$ cat src/rtl/clk_div_gen.sv
// Synchronous clock-divider generator: N_OUT phase-aligned divided clocks
// produced as flops in the clk domain, with rise/fall strobes and a locked flag.
module clk_div_gen #(
    parameter int unsigned CNT_W    = 8,
    parameter int unsigned BASE_DIV = 5,
    parameter int unsigned N_OUT    = 3
) (
    input  logic             clk,
    input  logic             rst,
    input  logic             enb,
    input  logic             div_ld,
    input  logic [CNT_W-1:0] div_in,
    output logic [N_OUT-1:0] clk_out,
    output logic [N_OUT-1:0] stb_rise,
    output logic [N_OUT-1:0] stb_fall,
    output logic             locked,
    output logic [CNT_W-1:0] half_cur
);

    localparam logic [CNT_W-1:0] BASE_HALF = CNT_W'(BASE_DIV);

    logic [CNT_W-1:0] pre_cnt;
    logic [CNT_W-1:0] half;
    logic [CNT_W-1:0] half_m1;
    logic [CNT_W-1:0] pend;
    logic [CNT_W-1:0] pend_in;
    logic             pend_vld;
    logic [N_OUT-1:0] phase;
    logic [N_OUT-1:0] next_phase;
    logic             tick;
    logic             wrap;

    // half is never 0, so half-1 cannot underflow; >= lets a lowered half end early
    always_comb begin
        half_m1    = half - CNT_W'(1);
        tick       = enb && (pre_cnt >= half_m1);
        next_phase = phase + N_OUT'(1);
        wrap       = tick && (next_phase == '0);
        pend_in    = (div_in == '0) ? CNT_W'(1) : div_in;
    end

    always_ff @(posedge clk) begin
        if (rst) begin
            pre_cnt  <= '0;
            phase    <= '0;
            half     <= BASE_HALF;
            pend     <= BASE_HALF;
            pend_vld <= 1'b0;
            clk_out  <= '0;
            stb_rise <= '0;
            stb_fall <= '0;
            locked   <= 1'b0;
        end else begin
            stb_rise <= '0;
            stb_fall <= '0;

            if (!enb) begin
                pre_cnt <= '0;
            end else if (tick) begin
                pre_cnt  <= '0;
                phase    <= next_phase;
                clk_out  <= next_phase;
                stb_rise <= ~phase & next_phase;
                stb_fall <= phase & ~next_phase;
            end else begin
                pre_cnt <= pre_cnt + CNT_W'(1);
            end

            // Ratio is swapped only at the all-outputs-low wrap; a coincident
            // div_ld lands in pend after the old pending value is consumed.
            if (wrap && pend_vld) begin
                half <= pend;
            end
            if (div_ld) begin
                pend     <= pend_in;
                pend_vld <= 1'b1;
            end else if (wrap) begin
                pend_vld <= 1'b0;
            end

            if (div_ld || !enb) begin
                locked <= 1'b0;
            end else if (wrap && !pend_vld) begin
                locked <= 1'b1;
            end
        end
    end

    assign half_cur = half;

endmodule

$ cat config.mk
export PLATFORM = sky130hd
export DESIGN_NAME = clk_div_gen
export DESIGN_NICKNAME = d
export VERILOG_FILES = /design/src/rtl/clk_div_gen.sv
export SDC_FILE = /design/constraint.sdc
export NUM_CORES = 1
export LEC_CHECK = 0
export CAP_MARGIN = 0
export CELL_PAD_IN_SITES_DETAIL_PLACEMENT = 1
export CELL_PAD_IN_SITES_GLOBAL_PLACEMENT = 2
export CORE_MARGIN = 2
export CORE_UTILIZATION = 34
export CTS_CLUSTER_DIAMETER = 50
export CTS_CLUSTER_SIZE = 20
export DETAILED_ROUTE_END_ITERATION = 10
export HOLD_SLACK_MARGIN = 0.1
export PLACE_DENSITY_LB_ADDON = 0.1
export SETUP_SLACK_MARGIN = 0.4
export SYNTH_ARGS = -nofsm -noshare
export SYNTH_HDL_FRONTEND = slang
export SYNTH_SLANG_ARGS = --single-unit
$ cat constraint.sdc
create_clock -name clk -period 5.9 [get_ports clk]
set_input_delay 0.59 -clock clk [delete_from_list [all_inputs] [get_ports clk]]
set_output_delay 0.59 -clock clk [all_outputs]
set_load 0.02 [all_outputs]
==> results of run 1 <==
## cell usage after synthesis (2+ instances only)
cell type  count  area (um2)
and2_1         4        25.0
nor2_1        30         113
nand2_1        5        18.8
nor4_1         2        12.5
o21a_1         2        15.0
a21oi_1        5        25.0
mux2i_1       14         140
xor2_1         4        35.0
nand2b_1      15        93.8
nor3_1         5        25.0
nand3_1        5        25.0
xnor2_1        9        78.8
clkbuf_1       4        15.0
a211oi_1       3        22.5
inv_1          7        26.3
dfxtp_1       35         701
ha_1          15         188
## cell families (layout without fill, tap and decap cells)
logic type / count (synthesis) / count (layout) / synth area share, %
compound gates: 15 / 15 / 6.98
flops: 35 / 35 / 42.0
mux: 14 / 14 / 8.41
xor+xnor: 13 / 13 / 6.83
fa+ha+maj: 15 / 15 / 11.3
buf+inv: 12 / 45 / 2.70
simple gates: 72 / 72 / 21.8
## per-layer routing
| layer | GRT usage [%] | share of wire (%) | up-vias |
|---|---|---|---|
| met3 | 4.47 | 3.6 | 4 |
| met5 | 0 | 0 | - |
| met2 | 26.1 | 51 | 17 |
| li1 | - | - | 657 |
| met1 | 18.3 | 45 | 625 |
| met4 | 4.85 | 0.84 | 0 |
## flip-flops by register name, indices dropped and copies added (netlist names)
register  count
pre_cnt       8
phase         3
pend_vld      1
pend          8
stb_rise      3
stb_fall      3
half_cur      8
locked        1
## critical path, cell delays in order, from the launching register on
cell     delay [ns]
dfxtp_1        0.34
inv_1          0.11
ha_1           0.19
nand2_1        0.09
nor3_1         0.20
xnor2_1        0.10
ha_1           0.30
nand4_1        0.16
o31a_1         0.40
nor3_4         0.49
mux2i_1        0.26
## stage by stage
step                instance area, um2  hold slack (ns)  instances  power, uW
CTS                               2130            0.494        276        468
finish                            2130            0.487        276        460
global placement                  2030            0.463        268        275
detailed placement                2030            0.478        268        277
floorplan                         1670            0.441        176        264
global route                      2130            0.509        276        485
## worst min path at each step
stage	start	to	slack, ns
finish	pre_cnt[0]	pre_cnt[0]	0.49
global route	pend[6]	half_cur[6]	0.51
CTS	pre_cnt[0]	pre_cnt[0]	0.49
detailed placement	pre_cnt[0]	pre_cnt[0]	0.48
global placement	pre_cnt[0]	pre_cnt[0]	0.46
floorplan	pre_cnt[0]	pre_cnt[0]	0.44
## cells in the final DEF (no fill, tap or decap), types with 3 or more instances in the layout
cell,instances
ha_1,15
nor2_1,30
mux2i_1,14
xor2_1,4
a211oi_1,3
clkbuf_8,7
nor3_1,5
nand3_1,5
and2_1,4
a21oi_1,5
nand2b_1,15
xnor2_1,9
clkdlybuf4s50_1,29
inv_1,7
dfxtp_1,35
nand2_1,5
## power by group
part           leakage, uW  internal [uW]  switching, uW
registers         0.000284            241           3.40
logic             0.000489           14.6           12.2
clock network    0.0000515            107           83.0
total             0.000825            362           98.6
## area by class of cell
class	count	area share [%]
Tap cell	67	3.94
Sequential cell	35	32.9
Timing Repair Buffer	30	14.0
Multi-Input combinational cell	129	43.2
Inverter	7	1.23
Clock buffer	8	4.70
==> results.yml, run 1 <==
status:
  status: "finished, final reports clean"
finish:
  nFillCells: 547
  drive_gt1_share_pct: 5.74
  area_growth_pct: 27.8
  multi_input_area_um2: 921
  post-route-util_pct: 45.1
  seq_area_um2: 701
  n_antenna_cell: 0
  nets: 235
synthesis:
  syn_nets: 203
  synthDistinctLibCells: 29
  synth-edff-count: 0
  avgSynthCellArea_um2: 9.47
  synthArstFlopShare_pct: 0
  synthCells: 176
  ys.warnings.count: 0
  syn_area_um2: 1670
  yosysSeqAreaShare_pct: 42.0
  ys.flop_type: "dfxtp_1"
  ys_ff_latch: 35
drt:
  wl_per_cell_um: 13.3
  vias_per_cell: 4.72
  vias: 1303
  final_antenna_net_count: 0
  drc: 0
  routed_wl_um: 3680
  drt-initial-drc-count: 38
  drt_first_pass_iters: 4
floorplan:
  dieWidth_um: 74.0
  ioPinCount: 30
  core_um2: 4720
  start_util_pct: 35.3
  die-area_um2: 5480
  rows: 25
  die_h_um: 74.0
timing:
  hold_violations: 0
  fmax_ghz: 0.368
  fin_ws_ns: 3.18
  worst_pin_slew_ns: 0.594
  period_share_pct: 46.1
  setup_tns_ns: 0
  finClkSkew_ns: 0.00362
  drv_slew: 0
  slew_headroom_pct: 60.4
  setup_viol: 0
  period_minus_slack_ns: 2.72
  rsz0062_at_grt: "no"
pwr:
  leakage_uw: 0.000825
  ir_drop_mv: 0.120
  power.density_nw_per_um2: 216
global_routing:
  grt_antenna_before_repair: 0
  grt_max_degree: 30
  grt_usage_pct: 15.2
  overflow: 0
  grt_pass1_vias: 1410
  grt_pass1_wl_um: 6350
clock_tree:
  cts_buffers: 5
  cts_sinks: 35
  clock_latency_ns: 0.28
  cts_tree: "yes"
  cts_root_buf: "clkbuf_8"
  cts-resized-gates: 0
  post_cts_buffers: 0
  clockBufferDepth: 2
  clk_pin_slew_worst_paths_ns: 0.07
  cts_hold_buf: 0
  h-tree-depth: 2
setup_path:
  cp-start-kind: "register"
  crit_path_end_kind: "register"
  rr_worst_depth: 10
  r2r-start: "half_cur[0]"
  required_ns: 6.10
  startpoint: "half_cur[0]"
  timing.rr.end: "half_cur[5]"
  cp.arrival_ns: 2.92
  critical_path_class: "reg2reg"
  r2r_slack_ns: 3.18
  cp-endpoint: "half_cur[5]"
  crit_fanout: 8
placed_design:
  gp_congestion: 0.721
  io_buffer_count: 29
  post-dp-hpwl_um: 2940
  place_ws_ns: 3.15
run:
  max_cap_violations: 0
worst_hold_path:
  min_path_type: "reg2reg"
  hold_depth: 1
(Power assumes the default switching activity.)
==> inputs of run 2 (changes only) <==
--- a/config.mk
+++ b/config.mk
@@ -9,7 +9,7 @@
 export CELL_PAD_IN_SITES_DETAIL_PLACEMENT = 1
 export CELL_PAD_IN_SITES_GLOBAL_PLACEMENT = 2
 export CORE_MARGIN = 2
-export CORE_UTILIZATION = 34
+export CORE_UTILIZATION = 28
 export CTS_CLUSTER_DIAMETER = 50
 export CTS_CLUSTER_SIZE = 20
 export DETAILED_ROUTE_END_ITERATION = 10
==> constraint.sdc (replaced) <==
create_clock -name clk -period 2.45 [get_ports clk]
set_input_delay 0.245 -clock clk [delete_from_list [all_inputs] [get_ports clk]]
set_output_delay 0.245 -clock clk [all_outputs]
set_load 0.02 [all_outputs]
==> run 2 against run 1 <==
  * Final cell count up 6.5%
  * Final area rose by 12%
  * Count of clock-buffer cells in the layout unchanged
  * Register-to-register slack worse by 3.0 ns
  * Global-route usage is 2.6 points lower
  * Largest power group unchanged
==> results.yml, run 2 (synthesis results as in run 1) <==
clock_tree:
  clock_latency_ns: 0.28
  cts_tree: "yes"
  cts_root_buf: "clkbuf_8"
  cts_buffers: 5
  cts_hold_buf: 0
  clk_pin_slew_worst_paths_ns: 0.07
  h-tree-depth: 2
  cts_sinks: 35
  clockBufferDepth: 2
timing:
  rsz0062_at_grt: "yes"
  period_share_pct: 93.1
  fmax_ghz: 0.438
  drv_slew: 0
  setup_viol: 0
  finClkSkew_ns: 0.00342
  slew_headroom_pct: 58.6
  hold_violations: 0
  period_minus_slack_ns: 2.28
  worst_pin_slew_ns: 0.619
floorplan:
  start_util_pct: 28.5
  die_h_um: 81.2
  die-area_um2: 6590
  rows: 28
  ioPinCount: 30
  dieWidth_um: 81.2
  core_um2: 5850
placed_design:
  gp_congestion: 0.699
  post-dp-hpwl_um: 2790
  numPlacedInstances: 278
  io_buffer_count: 29
  post_dp_cell_area_um2: 2120
global_routing:
  grt_pass1_vias: 1362
  grt_max_degree: 30
  overflow: 0
  grt_pass1_wl_um: 6290
  grt_antenna_before_repair: 0
  grt_usage_pct: 12.6
setup_path:
  r2r-start: "half_cur[2]"
  crit_fanout: 4
  timing.rr.end: "stb_fall[2]"
  startpoint: "half_cur[2]"
  rr_worst_depth: 12
  required_ns: 2.63
  cp.arrival_ns: 2.46
  cp-start-kind: "register"
  crit_path_end_kind: "register"
  critical_path_class: "reg2reg"
  r2r_slack_ns: 0.17
drt:
  top_layer: "met4"
  met1_length_um: 1740
  routed_wl_um: 3810
  vias_per_cell: 4.52
  drt-initial-drc-count: 23
  drc: 0
  wl_per_cell_um: 13.0
  wl_met3_um: 123
  wl_met2_um: 1910
  drt_first_pass_iters: 4
  final_antenna_net_count: 0
  vias: 1330
worst_hold_path:
  hold_depth: 2
  hold_path_end: "half_cur[1]"
  min_path_type: "reg2reg"
  hold_start: "pend[1]"
pwr:
  power.density_nw_per_um2: 468
  leakage_uw: 0.000900
  ir_drop_mv: 0.243
finish:
  layout_common_cells: "dfxtp_1 (31), clkdlybuf4s50_1 (29), nor2_1 (22)"
  nets: 245
  n_antenna_cell: 0
  area_growth_pct: 43.0
  drive_gt1_share_pct: 21.9
  final_common_cell: "dfxtp_1"
  fin_cells: 294
  fin_area_um2: 2380
run:
  max_cap_violations: 0
status:
  status: "finished, final reports clean"
-- run 2: worst max-delay path, stage by stage (launching register included) --
cell and delay [ns]:
dfxtp_4 0.35, nor2_4 0.13, nand3_4 0.10, nor4_4 0.14, xnor2_1 0.15, ha_1 0.27
a21oi_1 0.16, o21a_1 0.23, o31a_1 0.24, buf_4 0.15, buf_6 0.10, nor2_4 0.04
and2_1 0.14
-- run 2: what timing repair did --
action	CTS	global route
setup buffers	6	2
pin swaps	17	2
setup endpoints to repair	26	27
gates resized for setup	10	13
cloned	0	0
-- run 2: final cells by class --
class	instances	area, um2
clock buffer	8	100
fill	668	3470
multi-input combinational	129	1050
inverter	7	31.3
tap	75	93.8
sequential	35	716
timing repair buffer	40	393
-- run 2: report_power, final --
part           internal, uW  switching, uW
combinational          37.3           32.4
clock                   257            205
sequential              575           7.48
total                   869            245
-- run 2: worst max-delay path by stage --
stage,to
after detailed placement,half_cur[2]
after global routing,stb_fall[2]
after CTS,half_cur[0]
after global placement,half_cur[0]
final,stb_fall[2]
after floorplan,half_cur[3]
-- run 2: metrics by stage --
stage           TNS [ns]  hold WS, ns  util (%)  total power (uW)  setup slack, ns
5_1_grt        -0.000699        0.525      40.7              1170        -0.000699
3_3_place_gp           0        0.461      36.2               660            0.144
4_1_cts                0        0.488      39.4              1130            0.182
6_report               0        0.485      40.7              1110            0.169
2_1_floorplan          0        0.367         -               632            0.189
3_5_place_dp           0        0.473      36.2               662            0.119
-- run 2: routing by layer --
metal  vias up  global-route usage (%)
li1        673                       -
met4         0                    4.58
met2        17                    20.2
met5         -                       0
met1       635                    15.9
met3         5                    4.00
==> inputs of run 3 (changes only) <==
--- a/config.mk
+++ b/config.mk
@@ -5,17 +5,19 @@
 export SDC_FILE = /design/constraint.sdc
 export NUM_CORES = 1
 export LEC_CHECK = 0
+export ABC_AREA = 1
 export CAP_MARGIN = 0
 export CELL_PAD_IN_SITES_DETAIL_PLACEMENT = 1
 export CELL_PAD_IN_SITES_GLOBAL_PLACEMENT = 2
 export CORE_MARGIN = 2
-export CORE_UTILIZATION = 28
+export CORE_UTILIZATION = 27
 export CTS_CLUSTER_DIAMETER = 50
 export CTS_CLUSTER_SIZE = 20
 export DETAILED_ROUTE_END_ITERATION = 10
 export HOLD_SLACK_MARGIN = 0.1
 export PLACE_DENSITY_LB_ADDON = 0.1
 export SETUP_SLACK_MARGIN = 0.4
+export SLEW_MARGIN = 20
 export SYNTH_ARGS = -nofsm -noshare
 export SYNTH_HDL_FRONTEND = slang
 export SYNTH_SLANG_ARGS = --single-unit
==> run 3 against run 2 <==
  * Critical path depth unchanged
  * Die area is 5.8% higher
  * Via count grew 11%
  * Utilization rose by 0.35 points
  * Synthesized cell count rose by 27%
  * Clock skew up 0.0059 ns
  * Largest power group unchanged
==> results.yml, run 3 <==
drt:
  final_antenna_net_count: 0
  routed_wl_um: 4280
  drt_first_pass_iters: 4
  vias_per_cell: 4.32
  drc: 0
  vias: 1482
  drt-initial-drc-count: 15
  wl_per_cell_um: 12.5
synthesis:
  yosysSeqAreaShare_pct: 41.1
  ys_ff_latch: 35
  synthArstFlopShare_pct: 0
  ys_top_cells_by_area: "dfxtp_1 (41%), ha_1 (11%), nand2_1 (9.5%), nor2_1 (8.8%), inv_1 (7.7%)"
  synthDistinctLibCells: 24
  syn_area_um2: 1710
  ys.warnings.count: 0
  avgSynthCellArea_um2: 7.65
  netlist_top_cells_count: "nand2_1 (43), nor2_1 (40), dfxtp_1 (35), inv_1 (35), ha_1 (15)"
  synth.most_common_cell: "nand2_1"
  syn_nets: 250
  ys.flop_type: "dfxtp_1"
  synth_area_leader_cell: "dfxtp_1"
  synth_top_cell_area_share_pct: 41.1
  synthCells: 223
  synth-edff-count: 0
finish:
  post-route-util_pct: 41.1
  final_common_cell: "nand2_1"
  area_growth_pct: 45.2
  n_antenna_cell: 0
  drive_gt1_share_pct: 20.1
  nets: 294
  layout_common_cells: "nand2_1 (37), dfxtp_1 (32), inv_1 (31), nor2_1 (31), clkdlybuf4s50_1 (29)"
  fin_cells: 343
floorplan:
  die_h_um: 83.5
  core_um2: 6030
  rows: 28
  start_util_pct: 28.3
  die-area_um2: 6970
  dieWidth_um: 83.5
  ioPinCount: 30
timing:
  worst_pin_slew_ns: 0.508
  drv_slew: 0
  setup_viol: 0
  fmax_ghz: 0.453
  setup_tns_ns: 0
  period_share_pct: 90.1
  slew_headroom_pct: 66.0
  hold_violations: 0
  rsz0062_at_grt: "yes"
  period_minus_slack_ns: 2.21
  finClkSkew_ns: 0.00928
placed_design:
  post-dp-hpwl_um: 3110
  gp_congestion: 0.710
  io_buffer_count: 29
  numPlacedInstances: 324
clock_tree:
  clk_pin_slew_worst_paths_ns: 0.08
  clockBufferDepth: 2
  cts_buffers: 5
  cts_root_buf: "clkbuf_8"
  clock_latency_ns: 0.29
  cts_hold_buf: 0
  cts_sinks: 35
  h-tree-depth: 2
  cts_tree: "yes"
worst_hold_path:
  hold_depth: 1
  min_path_type: "reg2reg"
  hold_start: "pre_cnt[0]"
  hold_path_end: "pre_cnt[0]"
pwr:
  ir_drop_mv: 0.313
  leakage_uw: 0.00104
  power.density_nw_per_um2: 473
global_routing:
  overflow: 0
  grt_pass1_wl_um: 7200
  grt_pass1_vias: 1583
  grt_usage_pct: 12.8
  grt_antenna_before_repair: 0
  grt_max_degree: 20
setup_path:
  r2r_slack_ns: 0.24
  r2r-start: "half_cur[1]"
  crit_fanout: 8
  required_ns: 2.67
  cp.arrival_ns: 2.42
  crit_path_end_kind: "register"
  cp_slowest_cell: "dfxtp_4"
  critical_path_class: "reg2reg"
  cp_slowest_stage_delay_ns: 0.37
  critical_path.cell_chain: "nor2_4 -> nand4_1 -> nor3_2 -> xor2_1 -> ha_1 -> a21oi_2 -> o21a_4 -> nand2_8 -> buf_12 -> nand2_8 -> nand2_8 -> a21oi_1"
  cp-start-kind: "register"
  timing.rr.end: "pre_cnt[4]"
  crit_top_cell: "nand2_8"
  rr_worst_depth: 12
status:
  status: "finished, final reports clean"
run:
  max_cap_violations: 0
## run 3: power breakdown
| part | switching (uW) | leakage [uW] | total, uW | internal, uW |
|---|---|---|---|---|
| registers | 9.87 | 0.000285 | 589 | 579 |
| clock network | 211 | 0.0000524 | 516 | 305 |
| logic | 36.9 | 0.000707 | 66.8 | 29.8 |
## run 3: logic make-up (layout without fill, tap and decap cells)
group / count (synthesis) / after routing / synth area share [%]
compound gates: 21 / 21 / 7.12
fa+ha+maj: 15 / 15 / 11.0
xor+xnor: 10 / 10 / 5.14
flops: 35 / 35 / 41.1
simple gates: 103 / 104 / 26.0
buf+inv: 39 / 83 / 9.61
## run 3: area by class of cell
type / count / area [um2]
clock buffer: 7 / 76.3
clock inverter: 1 / 30.0
fill: 733 / 3550
inverter: 36 / 140
multi-input combinational: 150 / 1040
sequential: 35 / 709
tap: 75 / 93.8
timing repair buffer: 39 / 382
## run 3: how the worst max path moves through the flow
stage | start | to | slack, ns | depth (start not counted)
after floorplan | half_cur[0] | half_cur[2] | 0.40 | 15
after global placement | half_cur[2] | pre_cnt[4] | 0.05 | 11
after detailed placement | half_cur[2] | pre_cnt[4] | 0.05 | 11
after CTS | half_cur[1] | half_cur[0] | 0.23 | 12
after global routing | half_cur[1] | pre_cnt[4] | 0.08 | 12
final | half_cur[1] | pre_cnt[4] | 0.24 | 12
## run 3: what timing repair did
| action | CTS | global route |
|---|---|---|
| setup endpoints to repair | 27 | 27 |
| buffers inserted | 4 | 6 |
| pin swaps | 4 | 16 |
| resized for setup | 24 | 18 |
| cloned | 1 | 0 |
## run 3: layer usage
metal / part of all wire, % / global-route usage (%) / wire length (um)
met1: 47 / 15.1 / 1990
met2: 49 / 22.2 / 2090
met3: 2.9 / 3.46 / 122
met4: 1.7 / 4.55 / 71
met5: 0 / 0 / 0
## run 3: worst max-delay path: cells and delay by family (launching register included)
family	cells	cell delay [ns]
flops	1	0.37
xor+xnor	1	0.17
buf+inv	1	0.13
compound gates	3	0.49
fa+ha+maj	1	0.30
simple gates	6	0.67
## run 3: per-stage QoR
| step | instance area, um2 | power, uW | hold slack, ns | setup slack, ns |
|---|---|---|---|---|
| 6_report | 2480 | 1170 | 0.454 | 0.244 |
| 5_1_grt | 2480 | 1210 | 0.471 | 0.0763 |
| 4_1_cts | 2340 | 1180 | 0.458 | 0.234 |
| 3_5_place_dp | 2090 | 658 | 0.440 | 0.0481 |
| 3_3_place_gp | 2090 | 659 | 0.431 | 0.0459 |
| 2_1_floorplan | 1740 | 629 | 0.314 | 0.396 |
